### src/rtl/usb_dbg_pkg.sv
// Shared types, ASCII constants and the nibble-to-hex helper for the USB
// debug path.
package usb_dbg_pkg;

    // Formatter states: one state per character kind, plus the guard cycle
    // that covers uart_tx's one-cycle lag before it raises busy, and the
    // wait for the character to finish shifting out.
    typedef enum logic [2:0] {
        ST_IDLE,
        ST_HI,
        ST_LO,
        ST_SEP,
        ST_CR,
        ST_LF,
        ST_GUARD,
        ST_WAIT
    } fmt_state_t;

    localparam logic [7:0] SPACE   = 8'h20;
    localparam logic [7:0] CR      = 8'h0D;
    localparam logic [7:0] LF      = 8'h0A;
    localparam logic [7:0] DIGIT0  = 8'h30;
    localparam logic [7:0] ALPHA_A = 8'h41;

    // Uppercase hex digit for one nibble: 0-9 -> '0'-'9', 10-15 -> 'A'-'F'.
    function automatic logic [7:0] hex_nibble_to_ascii(input logic [3:0] nibble);
        if (nibble < 4'd10) begin
            return DIGIT0 + {4'h0, nibble};
        end
        return ALPHA_A + ({4'h0, nibble} - 8'd10);
    endfunction

endpackage

### src/rtl/byte_fifo.sv
// byte_fifo: small synchronous byte FIFO with occupancy counter. Pointers
// wrap naturally (DEPTH is a power of two); the level comes from its own
// counter so "full" and "empty" never need a pointer comparison.
module byte_fifo
    import usb_dbg_pkg::*;
#(
    parameter int DEPTH = 16
) (
    input  logic                   clk_i,
    input  logic                   rst_i,
    input  logic                   push_i,
    input  logic                   pop_i,
    input  logic [7:0]             data_i,
    output logic [7:0]             data_o,
    output logic                   full_o,
    output logic                   empty_o,
    output logic [$clog2(DEPTH):0] level_o
);

    localparam int PTR_W = $clog2(DEPTH);
    localparam int LVL_W = PTR_W + 1;

    logic [7:0]       mem_q [DEPTH];
    logic [PTR_W-1:0] wrPtr_q;
    logic [PTR_W-1:0] rdPtr_q;
    logic [LVL_W-1:0] level_q;
    logic [LVL_W-1:0] level_d;
    logic             popDo;
    logic             pushDo;

    // A pop needs data; a push needs room, except that a pop in the same
    // cycle frees the slot, so a full FIFO still accepts when it is drained.
    always_comb begin
        popDo  = pop_i && (level_q != '0);
        pushDo = push_i && ((level_q != LVL_W'(DEPTH)) || popDo);
    end

    // Next occupancy: simultaneous push and pop leave it unchanged.
    always_comb begin
        level_d = level_q;
        if (pushDo && !popDo) begin
            level_d = level_q + LVL_W'(1);
        end else if (popDo && !pushDo) begin
            level_d = level_q - LVL_W'(1);
        end
    end

    // Storage array; contents need no reset because the level gates reads.
    always_ff @(posedge clk_i) begin
        if (pushDo) begin
            mem_q[wrPtr_q] <= data_i;
        end
    end

    // Pointers and occupancy; reset discards whatever was queued.
    always_ff @(posedge clk_i or posedge rst_i) begin
        if (rst_i) begin
            wrPtr_q <= '0;
            rdPtr_q <= '0;
            level_q <= '0;
        end else begin
            if (pushDo) begin
                wrPtr_q <= wrPtr_q + PTR_W'(1);
            end
            if (popDo) begin
                rdPtr_q <= rdPtr_q + PTR_W'(1);
            end
            level_q <= level_d;
        end
    end

    assign data_o  = mem_q[rdPtr_q];
    assign full_o  = (level_q == LVL_W'(DEPTH));
    assign empty_o = (level_q == '0);
    assign level_o = level_q;

endmodule

### src/rtl/usb_hex_logger.sv
// usb_hex_logger: buffers bytes strobed out of the USB core and prints each
// one to uart_tx as two uppercase hex digits followed by a space, or by
// CR LF when the line is full, pacing characters on uart_tx's busy flag.
module usb_hex_logger
    import usb_dbg_pkg::*;
#(
    parameter int DEPTH          = 16,
    parameter int BYTES_PER_LINE = 16
) (
    input  logic                   clk48,
    input  logic                   rst,
    input  logic [7:0]             in_data,
    input  logic                   in_valid,
    input  logic                   uart_busy,
    output logic [7:0]             uart_d,
    output logic                   uart_dv,
    output logic [$clog2(DEPTH):0] fifo_level,
    output logic                   overflow
);

    localparam logic [7:0] LAST_COL = 8'(BYTES_PER_LINE - 1);

    logic [7:0] fifoHead;
    logic       fifoFull;
    logic       fifoEmpty;
    logic       popReq;
    logic       overflow_d;

    fmt_state_t state_q;
    fmt_state_t nextState_q;
    logic [7:0] byte_q;
    logic [7:0] column_q;
    logic [7:0] uartChar_q;
    logic       uartDv_q;
    logic       overflow_q;

    // Character that a given send state puts on the wire.
    function automatic logic [7:0] charFor(input fmt_state_t st, input logic [7:0] b);
        case (st)
            ST_HI:   return hex_nibble_to_ascii(b[7:4]);
            ST_LO:   return hex_nibble_to_ascii(b[3:0]);
            ST_SEP:  return SPACE;
            ST_CR:   return CR;
            ST_LF:   return LF;
            default: return 8'h00;
        endcase
    endfunction

    // Take the next byte only when the formatter is idle and uart_tx is free.
    always_comb begin
        popReq = (state_q == ST_IDLE) && !fifoEmpty && !uart_busy;
    end

    byte_fifo #(
        .DEPTH(DEPTH)
    ) u_fifo (
        .clk_i   (clk48),
        .rst_i   (rst),
        .push_i  (in_valid),
        .pop_i   (popReq),
        .data_i  (in_data),
        .data_o  (fifoHead),
        .full_o  (fifoFull),
        .empty_o (fifoEmpty),
        .level_o (fifo_level)
    );

    // A byte is lost only when full and no pop frees a slot this cycle.
    always_comb begin
        overflow_d = overflow_q || (in_valid && fifoFull && !popReq);
    end

    // Sticky overflow flag, cleared only by reset.
    always_ff @(posedge clk48 or posedge rst) begin
        if (rst) begin
            overflow_q <= 1'b0;
        end else begin
            overflow_q <= overflow_d;
        end
    end

    // Formatter: every send state is entered with uart_d/uart_dv already
    // loaded, so the strobe is registered and lasts exactly that one cycle;
    // GUARD and WAIT then hold off until uart_tx has finished the character.
    always_ff @(posedge clk48 or posedge rst) begin
        if (rst) begin
            state_q     <= ST_IDLE;
            nextState_q <= ST_IDLE;
            byte_q      <= 8'h00;
            column_q    <= 8'h00;
            uartChar_q  <= 8'h00;
            uartDv_q    <= 1'b0;
        end else begin
            uartDv_q <= 1'b0;
            case (state_q)
                ST_IDLE: begin
                    if (popReq) begin
                        byte_q     <= fifoHead;
                        uartChar_q <= charFor(ST_HI, fifoHead);
                        uartDv_q   <= 1'b1;
                        state_q    <= ST_HI;
                    end
                end
                ST_HI: begin
                    nextState_q <= ST_LO;
                    state_q     <= ST_GUARD;
                end
                ST_LO: begin
                    if (column_q == LAST_COL) begin
                        nextState_q <= ST_CR;
                        column_q    <= 8'h00;
                    end else begin
                        nextState_q <= ST_SEP;
                        column_q    <= column_q + 8'd1;
                    end
                    state_q <= ST_GUARD;
                end
                ST_SEP: begin
                    nextState_q <= ST_IDLE;
                    state_q     <= ST_GUARD;
                end
                ST_CR: begin
                    nextState_q <= ST_LF;
                    state_q     <= ST_GUARD;
                end
                ST_LF: begin
                    nextState_q <= ST_IDLE;
                    state_q     <= ST_GUARD;
                end
                ST_GUARD: begin
                    state_q <= ST_WAIT;
                end
                ST_WAIT: begin
                    if (!uart_busy) begin
                        state_q <= nextState_q;
                        if (nextState_q != ST_IDLE) begin
                            uartChar_q <= charFor(nextState_q, byte_q);
                            uartDv_q   <= 1'b1;
                        end
                    end
                end
                default: begin
                    state_q <= ST_IDLE;
                end
            endcase
        end
    end

    assign uart_d   = uartChar_q;
    assign uart_dv  = uartDv_q;
    assign overflow = overflow_q;

endmodule

### config.mk
export PLATFORM = sky130hd
export DESIGN_NAME = usb_hex_logger
export DESIGN_NICKNAME = d
export VERILOG_FILES = /design/src/rtl/usb_dbg_pkg.sv /design/src/rtl/byte_fifo.sv /design/src/rtl/usb_hex_logger.sv
export SDC_FILE = /design/constraint.sdc
export NUM_CORES = 1
export LEC_CHECK = 0
export CELL_PAD_IN_SITES_DETAIL_PLACEMENT = 2
export CELL_PAD_IN_SITES_GLOBAL_PLACEMENT = 2
export CORE_MARGIN = 2
export CORE_UTILIZATION = 39
export DETAILED_ROUTE_END_ITERATION = 8
export GPL_ROUTABILITY_DRIVEN = 0
export PLACE_DENSITY = 0.71
export SLEW_MARGIN = 10
export SYNTH_ARGS = -nofsm -noshare
export SYNTH_HDL_FRONTEND = slang
export SYNTH_SLANG_ARGS = --single-unit
### constraint.sdc
create_clock -name clk48 -period 7.6 [get_ports clk48]
set_input_delay 1.14 -clock clk48 [delete_from_list [all_inputs] [get_ports clk48]]
set_output_delay 1.14 -clock clk48 [all_outputs]
set_load 0.005 [all_outputs]
# After elaboration in Yosys (flattened, before gate mapping)
# Memories as Yosys holds them, arrays and structs flattened.
# Index checks and enable logic that the tools add are counted.
[totals] reg_bits=45 inputBits=12 out_inout_bits=15 mem_count=1 mem_bits_rw=128
[mem_list] name="u_fifo.mem_q" depth=16 width=8 rd=1 rd_ports_with_merged_regs=0 write_ports=1 line="byte_fifo.sv:23" text="logic [7:0] mem_q [DEPTH];"
[op_classes] muxes=38 magnitude_cmp=3 n_addsub=14 n_reduce_logical=27 eq_ne=18
[op_table] cell="$mux 8" count=10
[op_table] cell="$pmux 8 s5" count=1
[op_table] cell="$add 7x8->8 const A" count=3
[op_table] cell="$pmux 3 s4" count=2
[op_table] cell="$add 6x4->7 const A" count=3
[op_table] cell="$eq 3x3->1 const B" count=6
[op_table] cell="$mux 1" count=18
[op_table] cell="$pmux 8 s2" count=1
[op_table] cell="$sub 4x4->5 const B" count=3
[op_table] cell="$eq 3x2->1 const B" count=4
[op_table] cell="$lt 4x4->1 const B" count=3
[op_table] cell="$mux 5" count=2
[op_table] cell="$mux 3" count=3
[op_table] cell="$add 4x1->4 const B" count=2
[op_table] cell="$add 8x1->8 const B" count=1
[op_table] cell="$eq 8x4->1 const B" count=1
[op_table] cell="$logic_and 1x1->1" count=8
[op_table] cell="$eq 3x1->1 const B" count=2
[op_table] cell="$ne 2x2->1 const B" count=3
[op_table] cell="$add 5x1->5 const B" count=1
[op_table] cell="$eq 5x5->1 const B" count=1
[op_table] cell="$logic_not 1->1" count=5
[op_table] cell="$logic_not 5->1" count=1
[op_table] cell="$ne 5x5->1 const B" count=1
[op_table] cell="other kinds (12)" count=15

# Logic depth before layout (Yosys ltp)
[logic_depth] depth_word=11 depth_mapped=15 mapped_depth_nobuf=13

# Modules after synthesis
# From an unflattened synthesis, not the netlist that was laid out.
[hier_totals] cells_unflattened=554 hier_area_um2=7853.8
[by_module_without_submodules] module="byte_fifo" seq_area_each_um2=4169.0 area_per_inst_um2=5820.6 cells_per_inst=333 n_inst=1
[by_module_without_submodules] module="usb_hex_logger" seq_area_each_um2=775.7 area_per_inst_um2=2033.2 cells_per_inst=221 n_inst=1

# Worst setup path before layout
# Ideal clock, no wire load.
[synth_path] path_kind="input port to flip-flop" startpoint="in uart_busy" endpoint="reg u_fifo.level_q[4], in the netlist u_fifo.level_o[4]" slack_ns=4.384 setup_time_ns=0.126 t_arrival_ns=3.090 cell_stages=12 cell_sequence="or2_1 nor2_4 inv_2 clkbuf_1 ha_1 inv_1 ha_1 a21o_1 a21oi_1 xnor2_1 nor2_1 xor2_1"
[synth_between] elab_chain_cells=8 elab_cells_between_ends=11 cone_classes="1 x mux; 10 x reduce/logical"
[synth_lines] element="start, declared" line="usb_hex_logger.sv:14" text="input logic uart_busy,"
[synth_lines] element="$logic_not 1->1 *"
[synth_lines] element="$logic_and 1x1->1 *" line="usb_hex_logger.sv:51" text="popReq = (state_q == ST_IDLE) && !fifoEmpty && !uart_busy;"
[synth_lines] element="$logic_and 1x1->1 *" line="byte_fifo.sv:34" text="popDo = pop_i && (level_q != '0);"
[synth_lines] element="$logic_or 1x1->1" line="byte_fifo.sv:35" text="pushDo = push_i && ((level_q != LVL_W'(DEPTH)) || popDo);"
[synth_lines] element="$logic_and 1x1->1" line="byte_fifo.sv:35"
[synth_lines] element="$logic_not 1->1" line="byte_fifo.sv:43" text="end else if (popDo && !pushDo) begin"
[synth_lines] element="$logic_and 1x1->1" line="byte_fifo.sv:43"
[synth_lines] element="$reduce_bool 2->1 (no source line)"
[synth_lines] element="end signal, assigned" line="byte_fifo.sv:68" text="level_q <= level_d;"
[synth_lines] element="end, declared" line="byte_fifo.sv:26" text="logic [LVL_W-1:0] level_q;"
# Every way passes the cells marked *; elsewhere a longest branch is shown, timed or not.
# A chain may end at the register's enable or synchronous reset.

# Final worst setup path
[layout_path] startpoint="in uart_busy" endpoint="reg u_fifo.level_q[4], in the netlist u_fifo.level_o[4]"
[layout_between] elab_chain_cells=8 elab_cells_between_ends=11 cone_classes="1 x mux; 10 x reduce/logical"
[layout_lines] element="$logic_not 1->1 *"
[layout_lines] element="$logic_and 1x1->1 *" line="usb_hex_logger.sv:51"
[layout_lines] element="$logic_and 1x1->1 *" line="byte_fifo.sv:34"
[layout_lines] element="$logic_or 1x1->1 *" line="byte_fifo.sv:35"
[layout_lines] element="$logic_and 1x1->1 *" line="byte_fifo.sv:35"
[layout_lines] element="named net u_fifo.pushDo" line="byte_fifo.sv:29" text="logic pushDo;"
[layout_lines] element="$logic_not 1->1" line="byte_fifo.sv:43"
[layout_lines] element="$logic_and 1x1->1" line="byte_fifo.sv:43"
[layout_lines] element="$reduce_bool 2->1 (no source line)"
# Mark *: on every way through the listed nets, which the timed path passes. The rest lies on a longest branch.

==> results.json <==
{
  "register_to_register_setup_slack_ps": 4080,
  "cts_resized": 0,
  "pwr-share-comb_pct": 33.3,
  "detail_route.iter0.violations": 317,
  "clk_pin_slew_worst_paths_ps": 70,
  "synthArstFlopShare_pct": 25.6,
  "hold_ws_ps": 483,
  "max_slew_margin_pct": 22.5,
  "clk-insertion-delay-late_ps": 440,
  "die_x_um": 144,
  "peakVddDrop_uv": 162,
  "power-per-cell-area_nw_per_um2": 387,
  "cts_buffer_depth": 2,
  "hold_path.startpoint": "column_q[7]$_DFFE_PP0P_",
  "power.share.clock_pct": 26.9,
  "post_route_cells_drive_above_1_share_pct": 16.1,
  "critPathMaxFanout": 8,
  "cts_hold_repair.buffers": 0,
  "critical-path-slowest-cell": "sky130_fd_sc_hd__clkdlybuf4s50_1",
  "min_delay_worst_endpoint": "column_q[7]$_DFFE_PP0P_",
  "start_kind": "primary input",
  "diodes": 0,
  "wl_per_cell_um": 24.2,
  "clock-sinks": 172,
  "timing.final.max_slew_violations": 0,
  "global_route.overflow_total": 0,
  "crit-reg2reg-capture": "uart_d[3]$_DFFE_PP0P_",
  "clk_root_buffer_cell": "sky130_fd_sc_hd__clkbuf_16",
  "finalSetupViolCount": 0,
  "final_nets": 567,
  "flow.area_growth_from_synthesis_pct": 14.5,
  "internal-power_w": 0.00216,
  "critical_path_class": "in -> reg",
  "fp.dieArea_um2": 20700,
  "antenna_violations_before_repair": 0,
  "max_freq_mhz": 269,
  "synth_top_area_cell": "sky130_fd_sc_hd__edfxtp_1",
  "groute.usage.overall_pct": 20.9,
  "via_count": 4386,
  "dpl.hpwl_um": 13700,
  "fin_setup_tns_ps": 0,
  "timing.final.hold_violations": 0,
  "synth_largest_type_area_fraction_pct": 50.3,
  "port_buffers": 25,
  "final.setup_skew_ps": 11.4,
  "synth.ff_latch_count": 172,
  "htree_num_levels": 4,
  "cp.buffers_inverters": 3,
  "period_share_pct": 48.9,
  "dieHeight_um": 144,
  "tritoncts_clock_tree": "built",
  "critical_path_max_stage_delay_ps": 510,
  "synthFlopType": "sky130_fd_sc_hd__edfxtp_1",
  "rsz0062_at_grt": "false",
  "synth_net_count": 542,
  "largest_net_degree_at_the_start_of_global_routing": 45,
  "core.rowCount": 51,
  "switching_share_pct": 36.3,
  "yosysWarningCount": 0,
  "viasPerCell": 5.41,
  "critPathCaptureType": "register",
  "synth-seq-area-share_pct": 64.7,
  "drt_first_pass_iters": 4,
  "timing_worst_slew_pin_value_ps": 1150,
  "drcViolationCount": 0,
  "ios": 27,
  "synth.cell_area_um2": 7640,
  "synth_edf_count": 128,
  "grt_first_pass_wirelength_um": 30700,
  "synthDistinctLibCells": 54,
  "first_global_vias": 4912,
  "netSwitchingPower_w": 0.00123,
  "filler_cell_count": 1856,
  "core-area_um2": 19300,
  "drt-total-wl_um": 19600,
  "post_cts_buffers": 0,
  "maxCapViolCount": 0,
  "post_synthesis_cells": 507,
  "antenna_violating_nets_post_route": 0,
  "initial_core_utilization_pct": 39.5,
  "path_cells": "clkdlybuf4s50_1 -> or2_1 -> nand3_1 -> nand2_1 -> inv_2 -> ha_1 -> inv_1 -> fa_1 -> a21o_1 -> a21oi_1 -> xnor2_1 -> nor2_1 -> xor2_1",
  "hold_path.class": "reg -> reg",
  "cell_class_contributing_the_biggest_share_of_worst_path_delay": "buffers and inverters",
  "p_leak_nw": 3.12,
  "worstRegToRegCells": 11,
  "cp.required_ps": 7920,
  "sequential_power_share_pct": 39.8,
  "synth.avg_cell_area_um2": 15.1,
  "total_clock_buffers_created_by_cts": 17,
  "crit-reg2reg-launch": "u_fifo.rdPtr_q[2]$_DFFE_PP0P_",
  "hold-path-cell-count": 1,
  "finalWorstPathRequiredPeriod_ps": 3720,
  "run_status": "finished, final reports clean",
  "post_synth_main_area_contributors": "sky130_fd_sc_hd__edfxtp_1 50%, sky130_fd_sc_hd__dfrtp_1 14%, sky130_fd_sc_hd__mux4_2 10%, sky130_fd_sc_hd__ha_1 3.6%, sky130_fd_sc_hd__nand2_1 2.4%",
  "arrival_time_reported_for_the_critical_path_endpoint_ps": 4040
}
metrics by stage:
stage                     instance area, um2  setup slack, ps  total power (W)  util [%]  cells
final                                   8750             3880          0.00339      45.3    810
after global routing                    8750             3690          0.00359      45.3    810
after CTS                               8750             3870          0.00343      45.2    810
after detailed placement                8130             3460          0.00250      42.1    778
after global placement                  8130             3580          0.00243      42.1    778
after floorplan                         7640             4380          0.00210         -    507
cells in the final DEF, fill, tap and decap left out, types with 2 or more instances in the layout:
cell type / count
sky130_fd_sc_hd__a21o_1: 3
sky130_fd_sc_hd__a21oi_1: 16
sky130_fd_sc_hd__a221oi_1: 6
sky130_fd_sc_hd__a22oi_1: 3
sky130_fd_sc_hd__a31oi_1: 4
sky130_fd_sc_hd__a41o_1: 2
sky130_fd_sc_hd__and2_1: 6
sky130_fd_sc_hd__and3_1: 4
sky130_fd_sc_hd__buf_4: 3
sky130_fd_sc_hd__clkbuf_16: 17
sky130_fd_sc_hd__clkdlybuf4s50_1: 25
sky130_fd_sc_hd__clkinv_8: 2
sky130_fd_sc_hd__clkinvlp_4: 2
sky130_fd_sc_hd__dfrtp_1: 43
sky130_fd_sc_hd__edfxtp_1: 128
sky130_fd_sc_hd__ha_1: 22
sky130_fd_sc_hd__inv_1: 18
sky130_fd_sc_hd__inv_2: 6
sky130_fd_sc_hd__inv_8: 7
sky130_fd_sc_hd__mux2_2: 2
sky130_fd_sc_hd__mux2i_1: 8
sky130_fd_sc_hd__mux4_2: 34
sky130_fd_sc_hd__nand2_1: 49
sky130_fd_sc_hd__nand3_1: 11
sky130_fd_sc_hd__nand3b_1: 4
sky130_fd_sc_hd__nand4_1: 3
sky130_fd_sc_hd__nor2_1: 23
sky130_fd_sc_hd__nor2_4: 2
sky130_fd_sc_hd__nor2b_1: 3
sky130_fd_sc_hd__nor3_1: 4
sky130_fd_sc_hd__nor4_1: 3
sky130_fd_sc_hd__nor4_2: 4
sky130_fd_sc_hd__o21ai_0: 13
sky130_fd_sc_hd__o21ai_1: 7
sky130_fd_sc_hd__o22ai_1: 5
sky130_fd_sc_hd__o31a_1: 2
sky130_fd_sc_hd__xnor2_1: 18
sky130_fd_sc_hd__xor2_1: 10
worst max path at each step:
stage	slack [ps]	depth (start not counted)	startpoint	to
after floorplan	4380	12	uart_busy	u_fifo.level_o[4]$_DFFE_PP0P_
after global placement	3580	12	uart_busy	u_fifo.level_o[4]$_DFFE_PP0P_
after detailed placement	3460	13	uart_busy	u_fifo.level_o[4]$_DFFE_PP0P_
after CTS	3870	13	uart_busy	u_fifo.level_o[4]$_DFFE_PP0P_
after global routing	3690	13	uart_busy	u_fifo.level_o[4]$_DFFE_PP0P_
final	3880	13	uart_busy	u_fifo.level_o[4]$_DFFE_PP0P_
cell families after synthesis:
| family | synth area share (%) |
|---|---|
| muxes | 11.7 |
| xor gates and xnor gates | 3.21 |
| buffers and inverters | 3.06 |
| AOI/OAI and AO/OA | 5.75 |
| other | 0.0491 |
| DFF | 64.7 |
| adders and majority gates | 3.87 |
| and+or+nand+nor | 7.63 |
state kept, by name (all words and copies together), names as in the netlist:
name	count
byte_q	8
overflow	1
u_fifo.wrPtr_q	4
nextState_q	3
uart_dv	1
uart_d	7
u_fifo.mem_q	128
u_fifo.rdPtr_q	4
u_fifo.level_o	5
state_q	3
column_q	8
cell type report:
cell class	instances	area, um2	area share [%]
multi-input combinational	288	2490	28.5
sequential	172	4950	56.5
clock inverter	15	190	2.17
inverter	25	93.8	1.07
tap	265	332	3.79
clock buffer	17	425	4.86
timing repair buffer	28	273	3.12
metal layers:
layer | GRT usage (%) | part of all wire (%) | vias up | routed length, um
met4 | 7.79 | 2.7 | 0 | 528
met1 | 25.1 | 40 | 2280 | 7900
met3 | 5.20 | 4.1 | 29 | 797
met2 | 36.5 | 53 | 97 | 10400
met5 | 0 | 0 | - | 0
li1 | - | - | 1980 | -
cell usage after synthesis (8+ instances only):
master	count
sky130_fd_sc_hd__edfxtp_1	128
sky130_fd_sc_hd__nand2_1	49
sky130_fd_sc_hd__dfrtp_1	44
sky130_fd_sc_hd__mux4_2	34
sky130_fd_sc_hd__nor2_1	23
sky130_fd_sc_hd__ha_1	22
sky130_fd_sc_hd__inv_1	19
sky130_fd_sc_hd__xnor2_1	18
sky130_fd_sc_hd__a21oi_1	16
sky130_fd_sc_hd__clkbuf_1	13
sky130_fd_sc_hd__o21ai_0	13
sky130_fd_sc_hd__nand3_1	11
sky130_fd_sc_hd__xor2_1	10
sky130_fd_sc_hd__mux2i_1	8
power by group through the flow:
stage                     clock (W)  sequential (W)  combinational (W)
after global routing       0.000962         0.00138            0.00125
after floorplan                   0         0.00126           0.000835
after CTS                  0.000928         0.00135            0.00115
after global placement            0         0.00135            0.00108
final                      0.000911         0.00135            0.00113
after detailed placement          0         0.00137            0.00113
(Power assumes the default switching activity.)
